**src/rtl/led_blink_scheduler.sv**
```systemverilog
// Round-robin scheduler sharing one status LED between three blink requesters.
// Each granted job blinks the LED for a latched count/half-period, then holds it low for a gap.
module led_blink_scheduler #(
  parameter int unsigned TICK_DIV  = 5000,
  parameter int unsigned HP_W      = 8,
  parameter int unsigned GAP_TICKS = 1
) (
  input  logic            CLOCK_50,
  input  logic            reset,
  input  logic [2:0]      req,
  input  logic [HP_W-1:0] hp0,
  input  logic [HP_W-1:0] hp1,
  input  logic [HP_W-1:0] hp2,
  input  logic [3:0]      blinks0,
  input  logic [3:0]      blinks1,
  input  logic [3:0]      blinks2,
  output logic [2:0]      gnt,
  output logic [2:0]      done,
  output logic            busy,
  output logic            LED
);

  localparam int unsigned PW = $clog2(TICK_DIV);
  localparam int unsigned GW = $clog2(GAP_TICKS + 1);
  localparam int unsigned CW = (HP_W > GW) ? HP_W : GW;
  localparam int unsigned XW = CW + 1;

  typedef enum logic [1:0] {S_IDLE, S_ON, S_OFF, S_GAP} state_e;

  state_e          state_q, state_d;
  logic            led_q, led_d;
  logic [2:0]      gnt_q, gnt_d;
  logic [2:0]      done_q, done_d;
  logic            busy_q, busy_d;
  logic [1:0]      ptr_q, ptr_d;
  logic [1:0]      gidx_q, gidx_d;
  logic [HP_W-1:0] hp_q, hp_d;
  logic [3:0]      rem_q, rem_d;
  logic [PW-1:0]   presc_q, presc_d;
  logic [CW-1:0]   tcnt_q, tcnt_d;

  logic            tick;
  logic [XW-1:0]   tcnt_nxt;
  logic [HP_W-1:0] hp_eff;
  logic            hp_last;
  logic            gap_last;
  logic            abort;

  logic            win_found;
  logic [1:0]      win_idx;
  logic [1:0]      cand;
  logic [HP_W-1:0] win_hp;
  logic [3:0]      win_bl;

  // Tick generation and phase-end detection
  always_comb begin
    tick     = (presc_q == PW'(TICK_DIV - 1));
    tcnt_nxt = XW'(tcnt_q) + XW'(1);
    hp_eff   = (hp_q == '0) ? HP_W'(1) : hp_q;
    hp_last  = tick && (tcnt_nxt == XW'(hp_eff));
    gap_last = tick && (tcnt_nxt == XW'(GAP_TICKS));
    abort    = !req[gidx_q];
  end

  // Round-robin search starting after the last winner; lowest offset wins
  always_comb begin
    win_found = 1'b0;
    win_idx   = ptr_q;
    cand      = '0;
    for (int i = 3; i >= 1; i--) begin
      cand = 2'((32'(ptr_q) + 32'(i)) % 32'd3);
      if (req[cand]) begin
        win_found = 1'b1;
        win_idx   = cand;
      end
    end
    case (win_idx)
      2'd0:    begin win_hp = hp0; win_bl = blinks0; end
      2'd1:    begin win_hp = hp1; win_bl = blinks1; end
      default: begin win_hp = hp2; win_bl = blinks2; end
    endcase
  end

  // Next-state and registered-output logic
  always_comb begin
    state_d = state_q;
    led_d   = led_q;
    gnt_d   = gnt_q;
    done_d  = '0;
    ptr_d   = ptr_q;
    gidx_d  = gidx_q;
    hp_d    = hp_q;
    rem_d   = rem_q;
    presc_d = tick ? '0 : presc_q + PW'(1);
    tcnt_d  = tick ? CW'(tcnt_nxt) : tcnt_q;

    case (state_q)
      S_IDLE: begin
        presc_d = '0;
        tcnt_d  = '0;
        led_d   = 1'b0;
        if (win_found) begin
          gnt_d  = 3'(3'b001 << win_idx);
          ptr_d  = win_idx;
          gidx_d = win_idx;
          hp_d   = win_hp;
          rem_d  = win_bl;
          if (win_bl != 4'd0) begin
            state_d = S_ON;
            led_d   = 1'b1;
          end else begin
            state_d = S_GAP;
            done_d  = 3'(3'b001 << win_idx);
          end
        end
      end
      S_ON: begin
        if (abort) begin
          state_d = S_GAP;
          led_d   = 1'b0;
          presc_d = '0;
          tcnt_d  = '0;
        end else if (hp_last) begin
          state_d = S_OFF;
          led_d   = 1'b0;
          tcnt_d  = '0;
        end
      end
      S_OFF: begin
        if (abort) begin
          state_d = S_GAP;
          led_d   = 1'b0;
          presc_d = '0;
          tcnt_d  = '0;
        end else if (hp_last) begin
          tcnt_d = '0;
          rem_d  = rem_q - 4'd1;
          if (rem_q != 4'd1) begin
            state_d = S_ON;
            led_d   = 1'b1;
          end else begin
            state_d = S_GAP;
            done_d  = gnt_q;
          end
        end
      end
      default: begin
        led_d = 1'b0;
        if (gap_last) begin
          state_d = S_IDLE;
          gnt_d   = '0;
          tcnt_d  = '0;
        end
      end
    endcase

    busy_d = (state_d != S_IDLE);
  end

  always_ff @(posedge CLOCK_50 or negedge reset) begin
    if (!reset) begin
      state_q <= S_IDLE;
      led_q   <= 1'b0;
      gnt_q   <= '0;
      done_q  <= '0;
      busy_q  <= 1'b0;
      ptr_q   <= 2'd2;
      gidx_q  <= '0;
      hp_q    <= '0;
      rem_q   <= '0;
      presc_q <= '0;
      tcnt_q  <= '0;
    end else begin
      state_q <= state_d;
      led_q   <= led_d;
      gnt_q   <= gnt_d;
      done_q  <= done_d;
      busy_q  <= busy_d;
      ptr_q   <= ptr_d;
      gidx_q  <= gidx_d;
      hp_q    <= hp_d;
      rem_q   <= rem_d;
      presc_q <= presc_d;
      tcnt_q  <= tcnt_d;
    end
  end

  assign gnt  = gnt_q;
  assign done = done_q;
  assign busy = busy_q;
  assign LED  = led_q;

endmodule

```
**config.mk**
```make
export PLATFORM = sky130hd
export DESIGN_NAME = led_blink_scheduler
export DESIGN_NICKNAME = d
export VERILOG_FILES = /design/src/rtl/led_blink_scheduler.sv
export SDC_FILE = /design/constraint.sdc
export NUM_CORES = 1
export LEC_CHECK = 0
export ABC_AREA = 1
export BUFFER_PORTS_ARGS = -buffer_cell sky130_fd_sc_hd__buf_2
export CAP_MARGIN = 0
export CORE_MARGIN = 2
export CORE_UTILIZATION = 25
export DETAILED_ROUTE_END_ITERATION = 12
export PLACE_DENSITY_LB_ADDON = 0.3
export SETUP_SLACK_MARGIN = 0.05
export SYNTH_ARGS = -nofsm -noshare
export SYNTH_HDL_FRONTEND = slang
export SYNTH_SLANG_ARGS = --single-unit
```
**constraint.sdc**
```tcl
create_clock -name CLOCK_50 -period 5.2 [get_ports CLOCK_50]
set_clock_uncertainty 0.1 [all_clocks]
set_input_delay 0.78 -clock CLOCK_50 [delete_from_list [all_inputs] [get_ports CLOCK_50]]
set_output_delay 0.78 -clock CLOCK_50 [all_outputs]
set_load 0.005 [all_outputs]
```
After elaboration in Yosys (flattened, before gate mapping) --
Cells that the tools add are included.
Storage, ports and cells: register bits 47, bits of input ports 41, output and inout bits 8, logic and storage cells 108
Operators by class: $add $sub $neg 6, div/mod/pow operators 3, $lt $le $gt $ge 4, equality and inequality tests 13, shift operators 1, multiplexer cells 55, bitwise operators 1, reductions and logical operators 14
Operator list (number):
- modulo 32 x 2 -> 32 bit, second input constant | 3
- 2-to-1 mux 8 bit | 5
- case mux 8 bit (2 select lines) | 2
- 2-to-1 mux 13 bit | 2
- case mux 13 bit (2 select lines) | 1
- 2-to-1 mux 2 bit | 11
- 2-to-1 mux 3 bit | 7
- case mux 4 bit (2 select lines) | 2
- 2-to-1 mux 1 bit | 14
- adder 13 x 1 -> 13 bit, second input constant | 1
- equality test 13 bit, second input constant | 1
- < comparator 2 x 3 -> 1 bit, second input constant | 4
- 2-to-1 mux 4 bit | 3
- case mux 3 bit (2 select lines) | 2
- adder 8 x 1 -> 9 bit, second input constant | 1
- equality test 9 x 1 -> 1 bit, second input constant | 1
- equality test 9 x 8 -> 1 bit | 1
- != test 3 bit, second input constant | 3
- binary-select mux 1 bit (select 2 bit) | 4
- zero test 8 bit | 1
- adder 2 x 2 -> 3 bit, second input constant | 2
- != test 2 bit, second input constant | 3
- case mux 2 bit (3 select lines) | 1
- AND reduction 3 bit | 2
- other kinds (15) | 20

Logic depth before layout (Yosys ltp) --
depth in word-level cells 14, gate-level depth with buffers 20, mapped depth without buffers 19

Worst setup path before layout --
No wires, ideal clock.
path kind reg-to-reg, from register ptr_q[1], to register led_q, in the netlist LED, arrival 2.132 ns, required time 4.981 ns, setup slack 2.849 ns, cell stages (with the launch flop) 18, path through dfstp_2 -> inv_1 -> ha_1 -> nand2_1 -> nor2_1 -> a21oi_2 -> nand2_1 -> nand2_2 -> nand2_4 -> nand2_8 -> nor2_4 -> buf_6 -> nand2_1 -> nand3_2 -> nor2_2 -> nand2_1 -> a21oi_1 -> nor2_1
Between the ends: cells in the longest elaborated chain, start to end 13, elaborated cells on any way between the ends 25
RTL lines:
- start, declared | RTL line 35 | logic [1:0] ptr_q, ptr_d;
- start signal, assigned | RTL line 179 | ptr_q <= ptr_d;
- adder 2 x 2 -> 3 bit | RTL line 71 | cand = 2'((32'(ptr_q) + 32'(i)) % 32'd3);
- modulo 32 x 2 -> 32 bit | RTL line 71
- binary-select mux 1 bit (select 2 bit) | RTL line 72 | if (req[cand]) begin
- 2-to-1 mux 1 bit (implied by the code) | RTL line 72
- 2-to-1 mux 2 bit (3 in a row) | RTL line 72
- equality test 2 x 1 -> 1 bit / zero test 2 bit (equally long branches) | RTL line 77 | case (win_idx)
- case mux 4 bit (2 select lines) | RTL line 77
- nonzero test 4 bit | RTL line 108 | if (win_bl != 4'd0) begin
- 2-to-1 mux 1 bit | RTL line 108
- 2-to-1 mux 1 bit * | RTL line 102 | if (win_found) begin
- case mux 1 bit (3 select lines) * | RTL line 97 | case (state_q)
- end signal, assigned | RTL line 175 | led_q <= led_d;
- end, declared | RTL line 31 | logic led_q, led_d;
Every way passes the cells marked *; elsewhere a longest branch is shown, timed or not. The select of a mux whose other input is x is not followed. A chain may end at the register's enable or synchronous reset.

Worst setup path after layout --
from register ptr_q[1], to register hp_q[4]
Between the ends: cells in the longest elaborated chain, start to end 9, elaborated cells on any way between the ends 22
RTL lines:
- adder 2 x 2 -> 3 bit | RTL line 71
- modulo 32 x 2 -> 32 bit | RTL line 71
- binary-select mux 1 bit (select 2 bit) | RTL line 72
- 2-to-1 mux 1 bit (implied by the code) | RTL line 72
- 2-to-1 mux 2 bit (3 in a row) | RTL line 72
- equality test 2 x 1 -> 1 bit / zero test 2 bit (equally long branches) | RTL line 77
- case mux 8 bit (2 select lines) | RTL line 77
- end signal, assigned | RTL line 181 | hp_q <= hp_d;
- end, declared | RTL line 37 | logic [HP_W-1:0] hp_q, hp_d;
Parallel ways exist; a longest one is shown, timed or not. The select of a mux whose other input is x is not followed.

==> results.sh <==
export IMPL_status="completed"
export IMPL_post_route_min_period_ps=2710
export IMPL_drc=0
export IMPL_seqPwrFrac=0.256
export IMPL_clockBufferDepth=2
export IMPL_ys_warnings_count=0
export IMPL_ys_flop_type="dfrtp_1"
export IMPL_yosys_area_top_type="dfrtp_1"
export IMPL_syn_nets=512
export IMPL_numPortBuffers=48
export IMPL_max_freq_mhz=369
export IMPL_synth_edf_count=0
export IMPL_vias=3097
export IMPL_ant_nets=0
export IMPL_crit_fanout=13
export IMPL_start_kind="flop"
export IMPL_ys_seq_area_frac=0.356
export IMPL_fill_cells=1394
export IMPL_cp_cell_sequence="inv_1, ha_1, nor2_1, nor2_1, o21ai_1, nand2_1, inv_1, nand3_1, inv_1, nor2_1, buf_4, inv_1, a21oi_1, a32oi_1"
export IMPL_crit_top_cell="inv_1"
export IMPL_p_int_w=0.00109
export IMPL_hpwl_microns=6910
export IMPL_wl_per_cell_microns=12.7
export IMPL_p_sw_frac=0.487
export IMPL_fin_ws_ps=2490
export IMPL_min_period_over_period=0.520
export IMPL_wirelength_microns=8660
export IMPL_drive_above_1_share=0.167
export IMPL_switchingPower_w=0.00103
export IMPL_grt_pass1_wl_microns=14600
export IMPL_grt_max_degree=47
export IMPL_clockPowerShare=0.171
export IMPL_tightestPinTransition_ps=1070
export IMPL_ir_worst_vdd_mv=0.201
export IMPL_areaGrowthSynthToFinish_pct=18.3
export IMPL_track_usage=0.128
export IMPL_worst_setup_path_end_kind="flop"
export IMPL_vias_per_cell=4.55
export IMPL_cts_sinks=46
export IMPL_critPathBufInv=5
export IMPL_power_w=0.00213
export IMPL_crit_type="reg -> reg"
export IMPL_crit_arrival_ps=2810
export IMPL_finalSetupViolCount=0
export IMPL_finalSetupTns_ps=0
export IMPL_place_gp_congestion=0.897
export IMPL_power_share_combinational=0.573
export IMPL_clkTransAtPathRegs_ps=60
export IMPL_slew_violations=0
export IMPL_dpl_cell_count=673
export IMPL_cts_setup_buffers=0
export IMPL_antenna_cells=0
export IMPL_preCtsSetupSlack_ps=2550
export IMPL_finalHoldViolations=0
export IMPL_coreArea_sq_um=12600
export IMPL_async_flop_share=1.00
export IMPL_stdcell_count=681
export IMPL_grt_pass1_vias=3114
export IMPL_ctsResizeCount=0
export IMPL_max_stage_delay_ps=560
export IMPL_maxSlewHeadroom=0.289
export IMPL_mappedNetlistArea_sq_um=3230
export IMPL_ctsHoldBuffers=0
export IMPL_crit_slowest_cell="dfstp_2"
export IMPL_synth_seq_cells=46
export IMPL_synth_top_cells_by_area="dfrtp_1 (35%), nand2_1 (14%), inv_1 (8.0%)"
export IMPL_cts_max_level=2
export IMPL_antenna_found_initial=0
export IMPL_synth_area_per_cell_sq_um=7.06
export IMPL_path_delay_family="buffers and inverters"
export IMPL_chipWidth_microns=118
export IMPL_synth_cell_type_count=39
export IMPL_cp_required_ps=5300
export IMPL_pwr_density_cell_nw_per_um2=556
export IMPL_die_height_microns=118
export IMPL_initial_core_util=0.256
export IMPL_cts_tree="done"
export IMPL_hold_slack_ps=367
export IMPL_drt_first_iter_violations=189
export IMPL_num_io_pins=49
export IMPL_cap_violations=0
export IMPL_synth_top_area_share=0.348
export IMPL_overflow=0
export IMPL_clkLatencyLatePin_ps=290
export IMPL_rows=41
export IMPL_rsz0062_at_grt="no"
export IMPL_synthCells=458
export IMPL_first_pass_iters=4
export IMPL_cts_buffers=5
export IMPL_dieArea_sq_um=13900
export IMPL_root_buffer="clkbuf_16"
export IMPL_leakagePower_nw=1.84
export IMPL_min_path_type="reg -> reg"
export IMPL_num_nets_final=562
==> final timing paths <==
kind	start	endpoint	slack [ps]	cells past startpoint
max	ptr_q[1]	hp_q[4]	2490	14
min	presc_q[0]	presc_q[0]	370	1
max reg2reg	ptr_q[1]	hp_q[4]	2490	14
min reg2reg	presc_q[0]	presc_q[0]	370	1
max in group asynchronous	reset	hp_q[2]	3760	1
min in group asynchronous	reset	tcnt_q[3]	590	1
==> sequential cells by signal, summed over array words and instances, names as in the netlist <==
| name | count |
|---|---|
| gnt | 3 |
| state_q | 2 |
| ptr_q | 2 |
| rem_q | 4 |
| busy | 1 |
| tcnt_q | 8 |
| done | 3 |
| presc_q | 13 |
| LED | 1 |
| gidx_q | 1 |
| hp_q | 8 |
==> kinds of logic (layout without fill, tap and decap cells) <==
group,count (synthesis),in the layout,share of synthesized area
and+or+nand+nor,252,252,0.362
adders and majority gates,13,13,0.0503
DFF,46,46,0.356
buffers and inverters,79,130,0.0952
AOI/OAI and AO/OA,62,62,0.120
xor gates and xnor gates,6,6,0.0162
==> cells in the final DEF (no fill, tap or decap), drive strengths merged, types with 13 or more instances in the layout <==
master | netlist | routed
nor3 | 13 | 13
o21ai | 14 | 14
nand2 | 126 | 126
nand3 | 45 | 45
a21oi | 21 | 21
buf | 4 | 49
ha | 13 | 13
nor2 | 58 | 58
inv | 72 | 72
dfrtp | 45 | 45
==> worst register-to-register path: stages, from the launching register on <==
cell and delay, ps:
dfstp_2 560, inv_1 70, ha_1 330, nor2_1 110
nor2_1 50, o21ai_1 70, nand2_1 90, inv_1 140
nand3_1 190, inv_1 100, nor2_1 40, buf_4 180
inv_1 290, a21oi_1 90, a32oi_1 200
==> per-stage QoR <==
stage	area, sq um	util
2_1_floorplan	3230	-
3_3_place_gp	3660	0.290
3_5_place_dp	3660	0.290
4_1_cts	3830	0.303
5_1_grt	3830	0.303
6_report	3830	0.303
==> power groups by stage <==
stage          sequential [W]  combinational, W  clock, W
2_1_floorplan        0.000526          0.000962         0
3_3_place_gp         0.000551           0.00121         0
3_5_place_dp         0.000553           0.00122         0
4_1_cts              0.000548           0.00123  0.000373
5_1_grt              0.000559           0.00140  0.000390
6_report             0.000545           0.00122  0.000364
==> area by class of cell <==
type / count / area, sq um / share of cell area
multi-input cells: 333 / 1770 / 0.464
flip-flops and latches: 46 / 1150 / 0.301
inverters: 73 / 274 / 0.0716
repair buffers: 49 / 248 / 0.0647
well taps: 172 / 215 / 0.0562
clock buffers: 7 / 133 / 0.0347
clock inverters: 1 / 30.0 / 0.00785
==> per-layer routing <==
metal | vias up | global-route usage | share of wire
met2 | 63 | 0.221 | 0.48
li1 | 1592 | - | -
met4 | 0 | 0.0407 | 0.015
met5 | - | 0 | 0
met1 | 1432 | 0.166 | 0.47
met3 | 10 | 0.0189 | 0.034
==> synth_stat cells (4+ instances only) <==
master and count:
nor3_2 5, a32oi_1 6, nand4_1 7, a21oi_1 20
xnor2_1 4, nor2_2 4, nand3_1 40, ha_1 13
nand2_2 5, o22ai_1 4, nand3_2 4, o21ai_0 12
a211oi_1 8, nor2_1 52, nor3_1 8, nand2_1 118
inv_1 69, dfrtp_1 45
No activity file was read; power rests on OpenSTA's default activity.
